## src/rtl/cache_ctrl_assoc.sv

```systemverilog
// cache_ctrl_assoc
// N-way set-associative, write-back, write-allocate cache controller with
// one data word per line. It uses a req/ack handshake, round-robin
// replacement, full flush (write back dirty lines, then invalidate),
// indirect access (pointer fetched through the cache) and saturating
// hit/miss counters.
//
// Ports:
//   clk, rst_n          clock (rising edge), synchronous active-low reset
//   req, op, indirect   request strobe (sampled in IDLE), op 00 clear,
//                       01 nop, 10 read, 11 write; indirect = addr holds a pointer
//   addr, wdata         request address and write data
//   busy, ack, rdata    busy from acceptance+1 through ack; 1-cycle ack;
//                       read result held until the next ack
//   hit_cnt, miss_cnt   saturating lookup counters
//   mem_req, mem_we     RAM request, 1 = write-back / 0 = fill
//   mem_addr, mem_wdata RAM word address and write-back data
//   mem_rdata, mem_ready fill data and single-cycle RAM completion
module cache_ctrl_assoc #(
   parameter int DATA_W   = 8,
   parameter int ADDR_W   = 8,
   parameter int SET_BITS = 2,
   parameter int WAYS     = 2,
   parameter int CNT_W    = 16
) (
   input  logic              clk,
   input  logic              rst_n,
   input  logic              req,
   input  logic [1:0]        op,
   input  logic              indirect,
   input  logic [ADDR_W-1:0] addr,
   input  logic [DATA_W-1:0] wdata,
   output logic              busy,
   output logic              ack,
   output logic [DATA_W-1:0] rdata,
   output logic [CNT_W-1:0]  hit_cnt,
   output logic [CNT_W-1:0]  miss_cnt,
   output logic              mem_req,
   output logic              mem_we,
   output logic [ADDR_W-1:0] mem_addr,
   output logic [DATA_W-1:0] mem_wdata,
   input  logic [DATA_W-1:0] mem_rdata,
   input  logic              mem_ready
);
   localparam int SETS  = 1 << SET_BITS;
   localparam int TAG_W = ADDR_W - SET_BITS;
   localparam int WAY_W = (WAYS > 1) ? $clog2(WAYS) : 1;

   typedef enum logic [2:0] {
      IDLE, LOOKUP, WRITEBACK, FILL, IND_ADDR, FLUSH_SCAN, FLUSH_WB, RESPOND
   } state_t;

   state_t state, next_state;

   logic [1:0]        op_r;
   logic              ind_r;      // pointer phase pending: lookup is a read into ptr_r
   logic [ADDR_W-1:0] addr_r;
   logic [DATA_W-1:0] wdata_r, ptr_r;
   logic [WAY_W-1:0]  vic;
   logic [SET_BITS-1:0] fs;
   logic [WAY_W-1:0]  fw;

   logic              valid    [SETS][WAYS];
   logic              dirty    [SETS][WAYS];
   logic [TAG_W-1:0]  tag_mem  [SETS][WAYS];
   logic [DATA_W-1:0] data_mem [SETS][WAYS];
   logic [WAY_W-1:0]  rr       [SETS];

   logic [SET_BITS-1:0] set_idx;
   logic [TAG_W-1:0]    tag_in;
   logic                hit, inv_found, rd_op, vdirty, done, last;
   logic [WAY_W-1:0]    hit_way, inv_way, victim, rr_next;
   logic                wr_en, install, wr_dirty;
   logic [WAY_W-1:0]    wr_way;
   logic [DATA_W-1:0]   wr_data;
   logic [ADDR_W-1:0]   ptr_addr;

   assign set_idx = addr_r[SET_BITS-1:0];
   assign tag_in  = addr_r[ADDR_W-1:SET_BITS];
   assign rd_op   = ind_r | (op_r == 2'b10);
   assign done    = mem_req & mem_ready;
   assign last    = (fs == SET_BITS'(SETS-1)) && (fw == WAY_W'(WAYS-1));
   assign rr_next = (rr[set_idx] == WAY_W'(WAYS-1)) ? '0 : rr[set_idx] + 1'b1;

   // Pointer word resized to an address (truncate or zero-extend).
   generate
      if (DATA_W >= ADDR_W) begin : g_trunc
         assign ptr_addr = ptr_r[ADDR_W-1:0];
      end else begin : g_zext
         assign ptr_addr = {{(ADDR_W-DATA_W){1'b0}}, ptr_r};
      end
   endgenerate

   // Tag match and victim selection: lowest invalid way, else round-robin.
   always_comb begin
      hit       = 1'b0;
      hit_way   = '0;
      inv_found = 1'b0;
      inv_way   = '0;
      for (int unsigned w = 0; w < WAYS; w++) begin
         if (valid[set_idx][WAY_W'(w)] && (tag_mem[set_idx][WAY_W'(w)] == tag_in) && !hit) begin
            hit     = 1'b1;
            hit_way = WAY_W'(w);
         end
         if (!valid[set_idx][WAY_W'(w)] && !inv_found) begin
            inv_found = 1'b1;
            inv_way   = WAY_W'(w);
         end
      end
      victim = inv_found ? inv_way : rr[set_idx];
      vdirty = dirty[set_idx][victim];
   end

   // Line array writes: write hit, write-miss install, fill install.
   always_comb begin
      wr_en    = 1'b0;
      install  = 1'b0;
      wr_way   = vic;
      wr_data  = wdata_r;
      wr_dirty = 1'b1;
      case (state)
         LOOKUP: if (!rd_op) begin
            if (hit) begin
               wr_en  = 1'b1;
               wr_way = hit_way;
            end else if (!vdirty) begin
               wr_en   = 1'b1;
               install = 1'b1;
               wr_way  = victim;
            end
         end
         WRITEBACK: if (done && !rd_op) begin
            wr_en   = 1'b1;
            install = 1'b1;
         end
         FILL: if (done) begin
            wr_en    = 1'b1;
            install  = 1'b1;
            wr_data  = mem_rdata;
            wr_dirty = 1'b0;
         end
         default: ;
      endcase
   end

   always_ff @(posedge clk) begin
      if (!rst_n) state <= IDLE;
      else        state <= next_state;
   end

   always_comb begin
      next_state = state;
      busy       = (state != IDLE);
      ack        = (state == RESPOND);
      case (state)
         IDLE: if (req) begin
            case (op)
               2'b00:   next_state = FLUSH_SCAN;
               2'b01:   next_state = RESPOND;
               default: next_state = LOOKUP;
            endcase
         end
         LOOKUP: begin
            if (hit)         next_state = ind_r ? IND_ADDR : RESPOND;
            else if (vdirty) next_state = WRITEBACK;
            else if (rd_op)  next_state = FILL;
            else             next_state = RESPOND;
         end
         WRITEBACK:  if (done) next_state = rd_op ? FILL : RESPOND;
         FILL:       if (done) next_state = ind_r ? IND_ADDR : RESPOND;
         IND_ADDR:   next_state = LOOKUP;
         FLUSH_SCAN: begin
            if (dirty[fs][fw]) next_state = FLUSH_WB;
            else if (last)     next_state = RESPOND;
         end
         FLUSH_WB:   if (done) next_state = FLUSH_SCAN;
         RESPOND:    next_state = IDLE;
         default:    next_state = IDLE;
      endcase
   end

   always_ff @(posedge clk) begin
      if (!rst_n) begin
         for (int unsigned s = 0; s < SETS; s++) begin
            for (int unsigned w = 0; w < WAYS; w++) begin
               valid[SET_BITS'(s)][WAY_W'(w)] <= 1'b0;
               dirty[SET_BITS'(s)][WAY_W'(w)] <= 1'b0;
            end
            rr[SET_BITS'(s)] <= '0;
         end
         op_r      <= '0;
         ind_r     <= 1'b0;
         addr_r    <= '0;
         wdata_r   <= '0;
         ptr_r     <= '0;
         vic       <= '0;
         fs        <= '0;
         fw        <= '0;
         rdata     <= '0;
         hit_cnt   <= '0;
         miss_cnt  <= '0;
         mem_req   <= 1'b0;
         mem_we    <= 1'b0;
         mem_addr  <= '0;
         mem_wdata <= '0;
      end else begin
         case (state)
            IDLE: if (req) begin
               op_r    <= op;
               ind_r   <= indirect & op[1];
               addr_r  <= addr;
               wdata_r <= wdata;
               fs      <= '0;
               fw      <= '0;
            end
            LOOKUP: begin
               vic <= victim;
               if (hit) begin
                  if (hit_cnt != '1) hit_cnt <= hit_cnt + 1'b1;
                  if (rd_op) begin
                     if (ind_r) ptr_r <= data_mem[set_idx][hit_way];
                     else       rdata <= data_mem[set_idx][hit_way];
                  end
               end else if (miss_cnt != '1) begin
                  miss_cnt <= miss_cnt + 1'b1;
               end
            end
            WRITEBACK: if (done) dirty[set_idx][vic] <= 1'b0;
            FILL: if (done) begin
               if (ind_r) ptr_r <= mem_rdata;
               else       rdata <= mem_rdata;
            end
            IND_ADDR: begin
               addr_r <= ptr_addr;
               ind_r  <= 1'b0;
            end
            FLUSH_SCAN: if (!dirty[fs][fw]) begin
               valid[fs][fw] <= 1'b0;
               if (last) begin
                  for (int unsigned s = 0; s < SETS; s++) rr[SET_BITS'(s)] <= '0;
               end else if (fw == WAY_W'(WAYS-1)) begin
                  fw <= '0;
                  fs <= fs + 1'b1;
               end else begin
                  fw <= fw + 1'b1;
               end
            end
            FLUSH_WB: if (done) dirty[fs][fw] <= 1'b0;
            default: ;
         endcase

         // Placed after the case so a write-miss install that follows a
         // write-back re-marks the same line dirty.
         if (wr_en) begin
            valid[set_idx][wr_way] <= 1'b1;
            dirty[set_idx][wr_way] <= wr_dirty;
            if (install) rr[set_idx] <= rr_next;
         end

         // Each RAM transfer raises mem_req from a low cycle, holds it with
         // stable address/data until mem_ready, and drops it the next cycle.
         if (state == WRITEBACK || state == FILL || state == FLUSH_WB) begin
            if (!mem_req) begin
               mem_req <= 1'b1;
               mem_we  <= (state != FILL);
               if (state == FLUSH_WB) begin
                  mem_addr  <= {tag_mem[fs][fw], fs};
                  mem_wdata <= data_mem[fs][fw];
               end else if (state == WRITEBACK) begin
                  mem_addr  <= {tag_mem[set_idx][vic], set_idx};
                  mem_wdata <= data_mem[set_idx][vic];
               end else begin
                  mem_addr <= addr_r;
               end
            end else if (mem_ready) begin
               mem_req <= 1'b0;
            end
         end
      end
   end

   always_ff @(posedge clk) begin
      if (wr_en) begin
         tag_mem[set_idx][wr_way]  <= tag_in;
         data_mem[set_idx][wr_way] <= wr_data;
      end
   end

endmodule

```

## config.mk

```make
export PLATFORM = sky130hd
export DESIGN_NAME = cache_ctrl_assoc
export DESIGN_NICKNAME = d
export VERILOG_FILES = /design/src/rtl/cache_ctrl_assoc.sv
export SDC_FILE = /design/constraint.sdc
export NUM_CORES = 1
export LEC_CHECK = 0
export CAP_MARGIN = 20
export CORE_MARGIN = 2
export CORE_UTILIZATION = 53
export CTS_BUF_LIST = sky130_fd_sc_hd__clkbuf_16
export DETAILED_ROUTE_END_ITERATION = 10
export HOLD_SLACK_MARGIN = 0.1
export PLACE_DENSITY = 0.87
export SKIP_LAST_GASP = 1
export SLEW_MARGIN = 20
export SYNTH_ARGS = -nofsm -noshare
export SYNTH_HDL_FRONTEND = slang
export SYNTH_SLANG_ARGS = --single-unit
```

## constraint.sdc

```tcl
create_clock -name clk -period 3.7 [get_ports clk]
set_input_delay 0.74 -clock clk [delete_from_list [all_inputs] [get_ports clk]]
set_output_delay 0.74 -clock clk [all_outputs]
set_load 0.05 [all_outputs]
```

---- Word level (Yosys, flattened, before mapping) ----
Memory sizes are Yosys's and may differ from the RTL's. A register that Yosys moved wholly into a read port is not among the register bits.
Index checks and enable logic that the tools add are counted.
operators by class
  add/sub/neg operators ................... 5
  reduce and logical (&&, ||, !) cells .... 37
  mux-type cells .......................... 162
  magnitude comparators ................... 8
  eq/ne operators ......................... 29
  bitwise logic cells ..................... 16
operators by type and width
  cell                   number
  $mux 8                 27
  $mux 2                 38
  $mux 1                 64
  $pmux 8 s2             3
  $mux 6                 7
  $add 16x1->16 const B  2
  $ne 16x16->1 const B   2
  $mux 3                 9
  $ne 2x2->1 const B     13
  $pmux 3 s8             1
  $mux 16                1
  $eq 3x3->1 const B     4
  $eq 6x6->1             2
  $mux 12                1
  $reduce_and 6->1       2
  $ge 2x2->1 const B     5
  $not 1->2              5
  $reduce_and 5->1       2
  $logic_and 1x1->1      9
  $reduce_and 3->1       3
  $demux 8 s1            1
  $reduce_bool 2->1      4
  $reduce_or 2->1        4
  $or 1x1->1             7
  other kinds (25)       41
word-level totals
  memory bits (writable) .................. 132
  output and inout port bits .............. 60
  memories kept ........................... 5
  flip-flop bits (word level) ............. 92
memory list
  memory    words  bits a word  read ports  clocked after memory_dff  wr ports  RTL line  RTL
  data_mem  4      16           2           2                         1         66        logic [DATA_W-1:0] data_mem [SETS][WAYS];
  tag_mem   4      12           2           2                         1         65        logic [TAG_W-1:0] tag_mem [SETS][WAYS];
  dirty     4      2            2           2                         4         64        logic dirty [SETS][WAYS];
  valid     4      2            1           1                         4         63        logic valid [SETS][WAYS];
  rr        4      1            1           1                         4         67        logic [WAY_W-1:0] rr [SETS];

---- Longest topological paths before layout ----
  word-level depth ........................ 22
  gate-level depth with buffers ........... 12

---- Least setup slack after synthesis ----
Ideal clock, no wire load.
  path type ............................... reg-to-reg
  start point ............................. reg (tool-made name)
  end point ............................... mem data_mem[0][0] (netlist bit), enable pin
  arrival ................................. 3.661 ns
  setup time .............................. 0.421 ns
  period minus slack after synthesis ...... 4.083 ns
  data required time ...................... 3.279 ns
  slack ................................... -0.383 ns
  path buffers ............................ 3
  stages on the path, launching flop included .. 11
  cell sequence ........................... dfxtp_1 > buf_6 > buf_6 > mux4_2 > xnor2_2 > nand4_2 > or2_2 > a31oi_1 > nand2b_1 > clkbuf_1 > nor4_1
RTL lines
  item       RTL line
  to (decl)  66

==> results.md <==
| Quantity | Reported | Unit |
|---|---|---|
| Syn_area_per_cell | 12.3 | um^2 |
| Main area contributors after synthesis | sky130_fd_sc_hd__edfxtp_1 34%, sky130_fd_sc_hd__dfxtp_1 19%, sky130_fd_sc_hd__mux4_2 13% | - |
| I/O Pins | 91 | - |
| Final total negative setup slack | 0 | ns |
| DRC errors left | 0 | - |
| Post-route setup slack | 0.335 | ns |
| Synth cell count leaders | 125 x sky130_fd_sc_hd__edfxtp_1, 103 x sky130_fd_sc_hd__dfxtp_1, 78 x sky130_fd_sc_hd__nand2_1 | - |
| Cell Chain, Critical Path | buf_12, mux4_2, xnor2_1, nand3_1, nor2_4, o31a_1, buf_4, o21ai_2, mux2i_1, o21ai_0 | - |
| Worst Reg-to-Reg Cells | 10 | - |
| Number of vias per cell after detailed routing | 6.21 | - |
| Worst slew margin relative to its limit | 32.1 | % |
| 1st-pass router iterations | 5 | - |
| Cell depth of the worst hold path | 2 | - |
| Maximum number of pins on one net before global-route repair | 96 | - |
| Count of inserted antenna diode cells | 0 | - |
| Worst vdd rail ir drop | 0.508 | mV |
| Antenna Nets Post-Route | 0 | - |
| Quantity of gates resized following cts | 0 | - |
| Sequential element share of the synthesized area | 52.4 | % |
| Worst setup EP type | flop | - |
| Fraction of synthesis flops using an asynchronous set or reset pin | 0 | % |
| Dominant delay contributor by cell family on the critical path | multiplexers | - |
| Aggregate global routing overflow | 0 | - |
| Root buffer cell | sky130_fd_sc_hd__clkbuf_16 | - |
| Setup Slack @ Placement | 0.374 | ns |
| Capture instance of the worst register-to-register path | valid[1][1] | - |
| Utilization after layout | 64.6 | % |
| Reg-to-reg setup timing slack | 0.34 | ns |
| RSZ-0062 raised after global routing | no | - |
| Routed wire length | 28600 | um |
| Type of the worst min-delay path | reg -> reg | - |
| Transition at the pin with the smallest max-transition slack | 1.01 | ns |
| Cell count after synthesis | 905 | - |
| Arrival time worst endpoint | 3.61 | ns |
| Setup CP Type | reg -> reg | - |
| Highest net fanout along the worst path | 24 | - |
| Detailed-placement wirelength estimate | 19100 | um |
| Synthesized netlist net count | 939 | - |
| Fin crit period | 3.36 | ns |
| Fin. Hold Viols | 0 | - |
| I/O Buffers | 90 | - |
| Placement Rows | 52 | - |
| TritonCTS clock tree | built | - |
| Antenna violations before repair | 0 | - |
| Placer congestion estimate | 0.905 | - |
| Share of the cycle needed by the critical path after routing | 90.9 | % |
| Tightest hold margin | 0.470 | ns |
| Cell variety after synth | 60 | - |
| Number of buffer and inverter instances along the worst setup path | 2 | - |
| Portion of synthesized cell area occupied by the leading cell type | 33.8 | % |
| Synth area leader | sky130_fd_sc_hd__edfxtp_1 | - |
| Clock Skews | 0.0216 | ns |
| Delay of the slowest cell on the worst path | 0.59 | ns |
| Effective utilization at floorplan | 54.5 | % |
| Violation count after the first detailed-routing iteration | 933 | - |
| Highest clock frequency the design can meet | 297 | MHz |
| Insertion delay of the later-clocked pin in the worst-skew pair | 0.54 | ns |
| First-pass GRT wire length | 44100 | um |
| Most used DFF post-synth | sky130_fd_sc_hd__edfxtp_1 | - |
| Clock-pin slew on the worst setup and hold paths | 0.06 | ns |
| # Post-CTS Setup Buffers | 0 | - |
| Capture point of the critical path | valid[1][1] | - |
| Total count of max-transition violations in the final report | 0 | - |
| Via Count | 8015 | - |
| Pwr Density | 596 | nW/um^2 |
| Number of max-cap violations | 0 | - |
| X dimension of the die | 149 | um |
| Layout cell share with drive strength beyond 1 | 17.0 | % |
| Count of endpoints failing setup in the final report | 0 | - |
| Data required, critical path | 3.94 | ns |
| Number of cells on the critical path | 10 | - |
| Startpoint Class | flop | - |
| Num CTS Buffers | 24 | - |
| Die outline height | 149 | um |
| Routed wire length per instance | 22.2 | um |
| Top-count cell post-synth | sky130_fd_sc_hd__edfxtp_1 | - |
| Number of nets in the final layout | 1037 | - |
| Total routing resource utilization after global routing | 25.9 | % |
| Syn. warnings | 0 | - |
| Number of synthesized flops with an enable pin | 125 | - |
| Via count of the first global-routing pass | 7972 | - |
| Core area | 20400 | um^2 |
| Netlist area before placement | 11100 | um^2 |
| Slowest cell on crit path | sky130_fd_sc_hd__mux4_2 | - |
| Flop and latch count out of synthesis | 228 | - |
| Floorplan die area | 22100 | um^2 |
| Run status | completed | - |
| Number of sinks driven by the clock tree | 228 | - |
| Post-synthesis to final-layout area growth | 18.6 | % |
| Number of buffers inserted for hold repair after clock tree synthesis | 0 | - |
| Leakage power total | 4.47 | nW |
| CTS Buffer Depth | 3 | - |
| Htree depth | 1 | - |
tightest hold or removal path, cell delays in order, from the launching register on:
cell and delay [ns]:
sky130_fd_sc_hd__dfxtp_1 0.31, sky130_fd_sc_hd__nand2_1 0.05, sky130_fd_sc_hd__a21boi_0 0.07
worst min path at each step:
stage	from	endpoint	slack, ns
3_3_place_gp	valid[2][1]	valid[2][1]	0.45
6_report	wdata_r[7]	wdata_r[7]	0.47
2_1_floorplan	valid[2][1]	valid[2][1]	0.44
4_1_cts	wdata_r[3]	wdata_r[3]	0.47
5_1_grt	wdata_r[1]	wdata_r[1]	0.48
3_5_place_dp	wdata_r[5]	wdata_r[5]	0.46
report_power, final:
part / total [mW] / switching [mW] / internal (mW)
Combinational: 2.39 / 1.47 / 0.923
Sequential: 3.19 / 0.226 / 2.96
Clock: 2.26 / 1.01 / 1.25
Total: 7.83 / 2.70 / 5.14
cell usage in the layout (no fill, tap or decap), drive strengths merged, types with 28 or more instances in the layout:
cell type / synthesis / final
nor2b: 42 / 42
edfxtp: 125 / 125
mux4: 63 / 63
a21boi: 33 / 33
dfxtp: 103 / 103
xnor2: 28 / 28
clkdlybuf4s50: 0 / 89
a21oi: 34 / 34
a211oi: 29 / 29
mux2i: 46 / 46
o21ai: 41 / 41
and2: 28 / 28
buf: 17 / 37
nor2: 40 / 40
nand2: 80 / 80
cells by family (layout without fill, tap and decap cells):
family	after synthesis	count (layout)	synth area share, %
compound gates	178	178	10.8
xor+xnor	34	34	2.89
buf+inv	68	184	2.59
flops	228	228	52.4
fa+ha+maj	3	3	0.338
mux	118	118	18.0
simple gates	276	276	13.0
layer usage:
layer | global-route usage (%) | wire length (um) | share of wire, % | vias to the layer above
li1 | - | - | - | 3611
met1 | 33.5 | 11100 | 39 | 3942
met2 | 45.9 | 14700 | 51 | 402
met3 | 3.50 | 2160 | 7.6 | 60
met4 | 7.62 | 707 | 2.5 | 0
met5 | 0 | 0 | 0 | -
area by class of cell:
class	instances	area, um^2
fill	1452	7210
clock inverter	20	130
multi-input combinational	609	5020
tap	270	338
timing repair buffer	126	1190
sequential	228	5820
clock buffer	24	601
inverter	14	52.6
flip-flops by register name, summed over array words and instances, names as in the netlist, 16 cells and up, named ones only:
register,count
data_mem,64
tag_mem,48
hit_cnt,16
miss_cnt,16
per-stage QoR:
step | instances | area [um^2] | power (mW)
2_1_floorplan | 905 | 11100 | 4.82
3_3_place_gp | 1247 | 12400 | 5.51
3_5_place_dp | 1247 | 12400 | 5.57
4_1_cts | 1291 | 13200 | 7.82
5_1_grt | 1291 | 13200 | 8.14
6_report | 1291 | 13200 | 7.83
(Power assumes the default switching activity.)
